[src/rtl/uart_rx_pkg.sv]
// Shared UART RX definitions: default widths, bit-order encodings and
// legal-range limits used by the RX datapath blocks.
package uart_rx_pkg;
    localparam int   DATA_WIDTH_DEF = 8;
    localparam int   PRESCALE_W_DEF = 6;
    localparam logic LSB_FIRST      = 1'b0;
    localparam logic MSB_FIRST      = 1'b1;
    localparam int   PRESCALE_MIN   = 4;
    localparam int   DATA_LEN_MIN   = 1;
endpackage

[src/rtl/uart_rx_bit_strobe.sv]
// Bit-sampling strobe: fires once per bit period, on the last oversample
// edge. Shared by the deserializer and the stop/parity checkers.
module uart_rx_bit_strobe
    import uart_rx_pkg::*;
#(
    parameter int PRESCALE_W = PRESCALE_W_DEF
) (
    input  logic                  en,
    input  logic [PRESCALE_W-1:0] edge_cnt,
    input  logic [PRESCALE_W-1:0] prescale,
    output logic                  new_bit
);
    logic [PRESCALE_W-1:0] last_edge;

    // Compare at full width; prescale=0 would wrap to all-ones, so it is excluded.
    always_comb begin
        last_edge = prescale - PRESCALE_W'(1);
        new_bit   = en && (prescale != '0) && (edge_cnt == last_edge);
    end
endmodule

[src/rtl/uart_rx_deser_cfg.sv]
// Configurable UART RX deserializer: runtime frame length and bit order,
// word presented right-justified on P_DATA with a one-cycle data_valid.
// Optional running-parity output enabled by UART_RX_DESER_PARITY_EN.
module uart_rx_deser_cfg
    import uart_rx_pkg::*;
#(
    parameter  int DATA_WIDTH = DATA_WIDTH_DEF,
    parameter  int PRESCALE_W = PRESCALE_W_DEF,
    localparam int LEN_W      = $clog2(DATA_WIDTH + 1)
) (
    input  logic                  CLK,
    input  logic                  RST,
    input  logic                  deser_en,
    input  logic                  sampled_bit,
    input  logic [PRESCALE_W-1:0] edge_cnt,
    input  logic [PRESCALE_W-1:0] prescale,
    input  logic [LEN_W-1:0]      data_len,
    input  logic                  msb_first,
    output logic [DATA_WIDTH-1:0] P_DATA,
    output logic                  data_valid,
    output logic [LEN_W-1:0]      bit_cnt,
    output logic                  frame_done
`ifdef UART_RX_DESER_PARITY_EN
    ,
    output logic                  par_bit
`endif
);
    logic [DATA_WIDTH-1:0] shadow_q, shadow_d, shadow_nxt;
    logic [DATA_WIDTH-1:0] p_data_q, p_data_d;
    logic                  valid_q, valid_d;
    logic                  done_q, done_d;
    logic [LEN_W-1:0]      cnt_q, cnt_d;
    logic [LEN_W-1:0]      len_q, len_d;
    logic                  order_q, order_d;
    logic [LEN_W-1:0]      len_clamped, len_eff;
    logic                  order_eff;
    logic                  new_bit, first_bit, last_bit;

    uart_rx_bit_strobe #(
        .PRESCALE_W (PRESCALE_W)
    ) u_strobe (
        .en       (deser_en && !done_q),
        .edge_cnt (edge_cnt),
        .prescale (prescale),
        .new_bit  (new_bit)
    );

    // Out-of-range frame lengths fall back to the full word width.
    always_comb begin
        len_clamped = data_len;
        if ((data_len < LEN_W'(DATA_LEN_MIN)) || (data_len > LEN_W'(DATA_WIDTH))) begin
            len_clamped = LEN_W'(DATA_WIDTH);
        end
    end

    // Capture, completion and abort control; the first bit uses live config.
    always_comb begin
        shadow_d  = shadow_q;
        p_data_d  = p_data_q;
        valid_d   = 1'b0;
        done_d    = done_q;
        cnt_d     = cnt_q;
        len_d     = len_q;
        order_d   = order_q;
        first_bit = new_bit && (cnt_q == '0);
        len_eff   = first_bit ? len_clamped : len_q;
        order_eff = first_bit ? msb_first : order_q;

        shadow_nxt = first_bit ? '0 : shadow_q;
        if (order_eff == MSB_FIRST) begin
            shadow_nxt = {shadow_nxt[DATA_WIDTH-2:0], sampled_bit};
        end else begin
            for (int i = 0; i < DATA_WIDTH; i++) begin
                if (LEN_W'(i) == cnt_q) begin
                    shadow_nxt[i] = sampled_bit;
                end
            end
        end
        last_bit = new_bit && (cnt_q == (len_eff - LEN_W'(1)));

        if (!deser_en) begin
            cnt_d    = '0;
            done_d   = 1'b0;
            shadow_d = '0;
        end else if (new_bit) begin
            shadow_d = shadow_nxt;
            if (first_bit) begin
                len_d   = len_clamped;
                order_d = msb_first;
            end
            if (last_bit) begin
                cnt_d    = '0;
                done_d   = 1'b1;
                p_data_d = shadow_nxt;
                valid_d  = 1'b1;
            end else begin
                cnt_d = cnt_q + LEN_W'(1);
            end
        end
    end

    // State registers with synchronous active-low reset.
    always_ff @(posedge CLK) begin
        if (!RST) begin
            shadow_q <= '0;
            p_data_q <= '0;
            valid_q  <= 1'b0;
            done_q   <= 1'b0;
            cnt_q    <= '0;
            len_q    <= LEN_W'(DATA_WIDTH);
            order_q  <= LSB_FIRST;
        end else begin
            shadow_q <= shadow_d;
            p_data_q <= p_data_d;
            valid_q  <= valid_d;
            done_q   <= done_d;
            cnt_q    <= cnt_d;
            len_q    <= len_d;
            order_q  <= order_d;
        end
    end

`ifdef UART_RX_DESER_PARITY_EN
    logic par_q, par_d;

    // Running XOR of captured bits; cleared with the shadow, frozen once done.
    always_comb begin
        par_d = par_q;
        if (!deser_en) begin
            par_d = 1'b0;
        end else if (new_bit) begin
            par_d = (first_bit ? 1'b0 : par_q) ^ sampled_bit;
        end
    end

    // Parity register.
    always_ff @(posedge CLK) begin
        if (!RST) begin
            par_q <= 1'b0;
        end else begin
            par_q <= par_d;
        end
    end

    assign par_bit = par_q;
`endif

    assign P_DATA     = p_data_q;
    assign data_valid = valid_q;
    assign bit_cnt    = cnt_q;
    assign frame_done = done_q;
endmodule

[config.mk]
export PLATFORM = sky130hd
export DESIGN_NAME = uart_rx_deser_cfg
export DESIGN_NICKNAME = d
export VERILOG_FILES = /design/src/rtl/uart_rx_pkg.sv /design/src/rtl/uart_rx_bit_strobe.sv /design/src/rtl/uart_rx_deser_cfg.sv
export SDC_FILE = /design/constraint.sdc
export NUM_CORES = 1
export LEC_CHECK = 0
export BUFFER_PORTS_ARGS = -buffer_cell sky130_fd_sc_hd__buf_4
export CAP_MARGIN = 30
export CORE_UTILIZATION = 55
export CTS_BUF_LIST = sky130_fd_sc_hd__clkbuf_4 sky130_fd_sc_hd__clkbuf_8 sky130_fd_sc_hd__clkbuf_16
export DETAILED_ROUTE_END_ITERATION = 16
export PLACE_DENSITY = 0.8
export SETUP_SLACK_MARGIN = 0.02
export SKIP_CTS_REPAIR_TIMING = 1
export SLEW_MARGIN = 20
export SYNTH_ARGS = -nofsm -noshare
export SYNTH_HDL_FRONTEND = slang
export SYNTH_SLANG_ARGS = --single-unit
export TNS_END_PERCENT = 10
[constraint.sdc]
create_clock -name CLK -period 5.23 [get_ports CLK]
set_input_delay 1.569 -clock CLK [delete_from_list [all_inputs] [get_ports CLK]]
set_output_delay 1.569 -clock CLK [all_outputs]
set_load 0.01 [all_outputs]
* Word level (Yosys, flattened, before mapping)
Cells that the tools add are included.
** Operators by class
- Add/subtract/negate cells :: 3
- Eq/ne operators :: 9
- Reductions and logical operators :: 14
- Multiplexer cells :: 15
- $lt $le $gt $ge :: 2
** Operators by type and width (number)
- 3-bit by 4-bit equality test with 1-bit output (first input constant) :: 4
- 8-bit 2-to-1 mux :: 2
- 4-bit 2-to-1 mux :: 3
- 1-bit 2-to-1 mux :: 10
- 2-bit by 4-bit equality test with 1-bit output (first input constant) :: 2
- 6-bit equality test :: 1
- 2-bit AND reduction :: 3
- 3-bit AND reduction :: 2
- 6-bit nonzero test :: 1
- 6-bit by 1-bit subtractor with 6-bit output (second input constant) :: 1
- 1-bit logical AND :: 5
- 4-bit by 1-bit adder with 4-bit output (second input constant) :: 1
- 1-bit by 4-bit equality test with 1-bit output (first input constant) :: 1
- 4-bit equality test :: 1
- 4-bit > comparator (second input constant) :: 1
- 4-bit zero test :: 1
- 4-bit by 1-bit < comparator with 1-bit output (second input constant) :: 1
- 4-bit by 1-bit subtractor with 4-bit output (second input constant) :: 1
- 1-bit zero test :: 1
- 1-bit logical OR :: 1
** Storage, ports and cells
- Bits of input ports :: 21
- Word-level logic and storage cells :: 50
- Bits in registers :: 27
- Output and inout port bits :: 14

* Depth between registers and ports, before layout
- Depth after elaboration :: 10
- Mapped depth :: 16
- Gate-level depth less buffers :: 14

* Cells and area by module
From an unflattened synthesis, not the netlist that was laid out.
** Second synthesis, totals
- Cells, all modules :: 202
- Area total of the unflattened synthesis :: 1727.9 um2
** By module, submodules not included
- uart_rx_deser_cfg :: area each 1544.0 um2, times used 1, cells an instance 177, seq. area each 540.5 um2
- uart_rx_bit_strobe :: area each 183.9 um2, times used 1, cells an instance 25, seq. area each 0.0 um2

* Worst setup path after synthesis
Ideal clock, no wire load.
- Path type :: input port to flip-flop
- Start point :: in prescale[0]
- End point :: reg p_data_q[0], in the netlist P_DATA[0]
- Data required time :: 5.111 ns
- Path slack :: 0.832 ns
- Path buffers :: 2
- Library setup time :: 0.119 ns
- Stages :: 16
- Arrival :: 4.279 ns
- Cell sequence :: inv_1 ha_1 xnor2_1 nor4b_1 o2111a_2 and3_4 buf_6 mux2_4 inv_1 ha_1 xnor2_1 nor2_1 and3_1 o221a_1 buf_6 mux2i_1
** On the way
- Word-level cells in the longest chain between the ends :: 9
- Elaborated cells on any way between the ends :: 15
- Those cells by class :: add/sub: 2; eq/ne: 2; mux: 5; reduce/logical: 6
** Ends and longest elaborated chain
- start: declaration :: line uart_rx_deser_cfg.sv:16 : input logic [PRESCALE_W-1:0] prescale,
- 6-bit by 1-bit subtractor with 6-bit output or 6-bit nonzero test (tied branches) :: line uart_rx_bit_strobe.sv:17, uart_rx_bit_strobe.sv:18
- 6-bit equality test or 1-bit logical AND (tied branches) :: line uart_rx_bit_strobe.sv:18 : new_bit = en && (prescale != '0) && (edge_cnt == last_edge);
- 1-bit logical AND (*) :: line uart_rx_bit_strobe.sv:18
- 1-bit logical AND :: line uart_rx_deser_cfg.sv:65 : first_bit = new_bit && (cnt_q == '0);
- 4-bit 2-to-1 mux
- 4-bit by 1-bit subtractor with 4-bit output :: line uart_rx_deser_cfg.sv:79 : last_bit = new_bit && (cnt_q == (len_eff - LEN_W'(1)));
- 4-bit equality test :: line uart_rx_deser_cfg.sv:79
- 1-bit logical AND :: line uart_rx_deser_cfg.sv:79
- 3-bit AND reduction (no line)
- end signal: assignment :: line uart_rx_deser_cfg.sv:114 : p_data_q <= p_data_d;
- end: declaration :: line uart_rx_deser_cfg.sv:29 : logic [DATA_WIDTH-1:0] p_data_q, p_data_d;
Every way passes the cells marked *; elsewhere a longest branch is shown, timed or not.
A chain may end at the register's enable or synchronous reset.

* Final worst setup path
Ends and elaborated chain as after synthesis.

==> flow_summary.json <==
{
  "fin_tns_setup_ns": 0,
  "dpl_worst_slack_ns": 0.3830,
  "die_area_mm2": 0.003415,
  "initial_core_util_pct": 57.85,
  "cp-endpoint": "P_DATA[0]$_SDFFE_PN0P_",
  "die_x_um": 58.44,
  "tightestPinTransition_ns": 0.4940,
  "wl_per_cell_um": 12.50,
  "synth-async-reset-ratio_pct": 0,
  "clk_pin_slew_ns": 0.16,
  "cp_max_fo": 15,
  "yosys_most_used_dff": "dfxtp_1",
  "ir_drop_v": 0.0001061,
  "cts.path.max_buffers": 2,
  "yosysMostFrequentCell": "nand2_1",
  "cts_made_buffers": 3,
  "netlist_area_mm2": 0.001752,
  "required_ns": 5.50,
  "nFillCells": 274,
  "final_area_mm2": 0.002047,
  "cp-start-kind": "input port",
  "power.density_mw_per_mm2": 170.0,
  "dr.max_layer_used": "met4",
  "reg2reg_depth": 11,
  "fmax_mhz": 221.6,
  "route.detailed.drc": 0,
  "diodes": 0,
  "syn2layout_area_growth_pct": 16.86,
  "routabilityCongestion": 0.8348,
  "grt_pass1_wl_um": 6099,
  "reg2reg_from": "bit_cnt[2]$_SDFFE_PN0P_",
  "vias": 1606,
  "htree_levels": 1,
  "max_cap_viol_count": 0,
  "hpwlAfterDp_um": 2715,
  "critPathCaptureType": "register",
  "cts_tree": "built",
  "grt_max_degree": 24,
  "ys_types": 46,
  "num_rows": 20,
  "antenna_found_initial": 0,
  "cts-root-buf": "clkbuf_4",
  "ys_seq_area_share_pct": 30.86,
  "synth-seq-cells": 27,
  "io_buffers": 34,
  "hp-class": "reg -> reg",
  "final_util_pct": 67.60,
  "grt_overflow": 0,
  "drive_gt1_share_pct": 19.03,
  "setup_viol": 0,
  "synth_top_area_cell": "dfxtp_1",
  "grt.total_usage_pct": 22.85,
  "route.met2.wl_um": 1808,
  "finalNetCount": 276,
  "syn_area_per_cell_um2": 7.999,
  "synth_nets": 247,
  "yosys-top-cells-area": "dfxtp_1 (31%), mux2i_1 (10%), nand2_1 (6.6%)",
  "synth_top_area_share_pct": 30.86,
  "vias_per_cell": 5.519,
  "clock_latency_ns": 0.34,
  "critPathKind": "in -> reg",
  "final_cells": 291,
  "max_slew_margin_pct": 66.60,
  "crit_arrival_ns": 4.78,
  "wl_met3_um": 158,
  "core-area_mm2": 0.003028,
  "pin_count": 35,
  "syn_inst": 219,
  "dieHeight_um": 58.44,
  "r2r_end": "P_DATA[0]$_SDFFE_PN0P_",
  "ys_warn_count": 0,
  "p_leak_nw": 0.8211,
  "fin_skew_ns": 0.01105,
  "hold_viol_final": 0,
  "grt_pass1_vias": 1431,
  "synth_common_cells": "nand2_1 (31), dfxtp_1 (27), nor2_1 (27)",
  "fin_crit_ns": 4.512,
  "drt_iter0_drc": 49,
  "synth_edf_count": 0,
  "first_pass_iters": 4,
  "status": "complete, no violations",
  "slew_viol_final": 0,
  "startpoint": "prescale[0]",
  "layout_setup_ws_ns": 0.7180,
  "rsz0062_at_grt": "false",
  "ant_nets": 0,
  "cts_sinks": 27,
  "wirelength_um": 3638,
  "met1_length_um": 1617,
  "dp_cells": 287,
  "postPlaceCellArea_mm2": 0.002017,
  "rrSetupSlack_ns": 2.03,
  "fin_crit_sh_pct": 86.27
}
==> area by class of cell <==
type                       count  area, µm²  share of cell area (%)
multi-input combinational    175       1132                   55.32
sequential                    27      540.5                   26.41
timing repair buffer          36      270.3                   13.20
tap                           44      55.05                   2.689
clock buffer                   3      22.52                   1.100
inverter                       5      18.77                  0.9169
clock inverter                 1      7.507                  0.3667
==> report_power, final <==
group / internal (W) / switching [W]
sequential: 0.000206 / 0.000000724
combinational: 0.0000227 / 0.0000236
clock: 0.0000293 / 0.0000652
total: 0.000258 / 0.0000896
==> worst max-delay path, cell delays in order <==
cell      delay [ns]
buf_4           0.10
inv_1           0.06
ha_1            0.30
xnor2_1         0.13
nor4b_1         0.24
o2111a_2        0.29
and3_4          0.32
mux2i_2         0.37
ha_1            0.30
xnor2_1         0.14
nor2_1          0.19
and3_1          0.19
o221a_1         0.18
buf_4           0.21
mux2i_1         0.20
==> worst min-delay path by stage <==
stage,depth (start not counted),startpoint,end,slack (ns)
5_1_grt,2,P_DATA[2]$_SDFFE_PN0P_,P_DATA[2]$_SDFFE_PN0P_,0.48
4_1_cts,2,P_DATA[0]$_SDFFE_PN0P_,P_DATA[0]$_SDFFE_PN0P_,0.47
3_5_place_dp,2,P_DATA[2]$_SDFFE_PN0P_,P_DATA[2]$_SDFFE_PN0P_,0.45
3_3_place_gp,2,P_DATA[4]$_SDFFE_PN0P_,P_DATA[4]$_SDFFE_PN0P_,0.44
2_1_floorplan,2,shadow_q[7]$_SDFFE_PN0P_,shadow_q[7]$_SDFFE_PN0P_,0.44
6_report,2,P_DATA[3]$_SDFFE_PN0P_,P_DATA[3]$_SDFFE_PN0P_,0.47
==> metrics by stage <==
step | hold WS, ns | power, W
global route | 0.4840 | 0.0003641
detailed placement | 0.4522 | 0.0002580
floorplan | 0.4360 | 0.0002383
CTS | 0.4738 | 0.0003535
global placement | 0.4443 | 0.0002574
finish | 0.4711 | 0.0003480
==> metal layers <==
layer	up-vias	GRT usage, %
met2	37	40.23
met1	747	28.85
met5	-	0
li1	815	-
met4	0	8.163
met3	7	2.637
==> kinds of logic (layout without fill, tap and decap cells) <==
kind of cell               after synthesis  count (layout)  share of synthesized area [%]
xor gates and xnor gates                12              12                          6.001
adders and majority gates                7               7                          5.000
DFF                                     27              27                          30.86
muxes                                   20              20                          11.93
and+or+nand+nor                        103             103                          28.72
buffers and inverters                   17              45                          4.500
AOI/OAI and AO/OA                       33              33                          13.00
==> sequential cells by signal, summed over array words and instances (netlist names) <==
name	flops
frame_done	1
order_q	1
len_q	4
shadow_q	8
bit_cnt	4
data_valid	1
P_DATA	8
==> cells in the final DEF, fill, tap and decap left out, drive strengths merged, types with 3 or more instances in the layout <==
cell type,n
a21oi,11
clkbuf,3
nand3b,4
ha,7
nand3,6
o21ai,6
buf,36
nor3,9
and2,4
dfxtp,27
nor2b,8
nand2,31
xor2,3
xnor2,9
inv,5
and3,4
mux2i,19
nor2,27
Power figures use the tool's default switching activity.
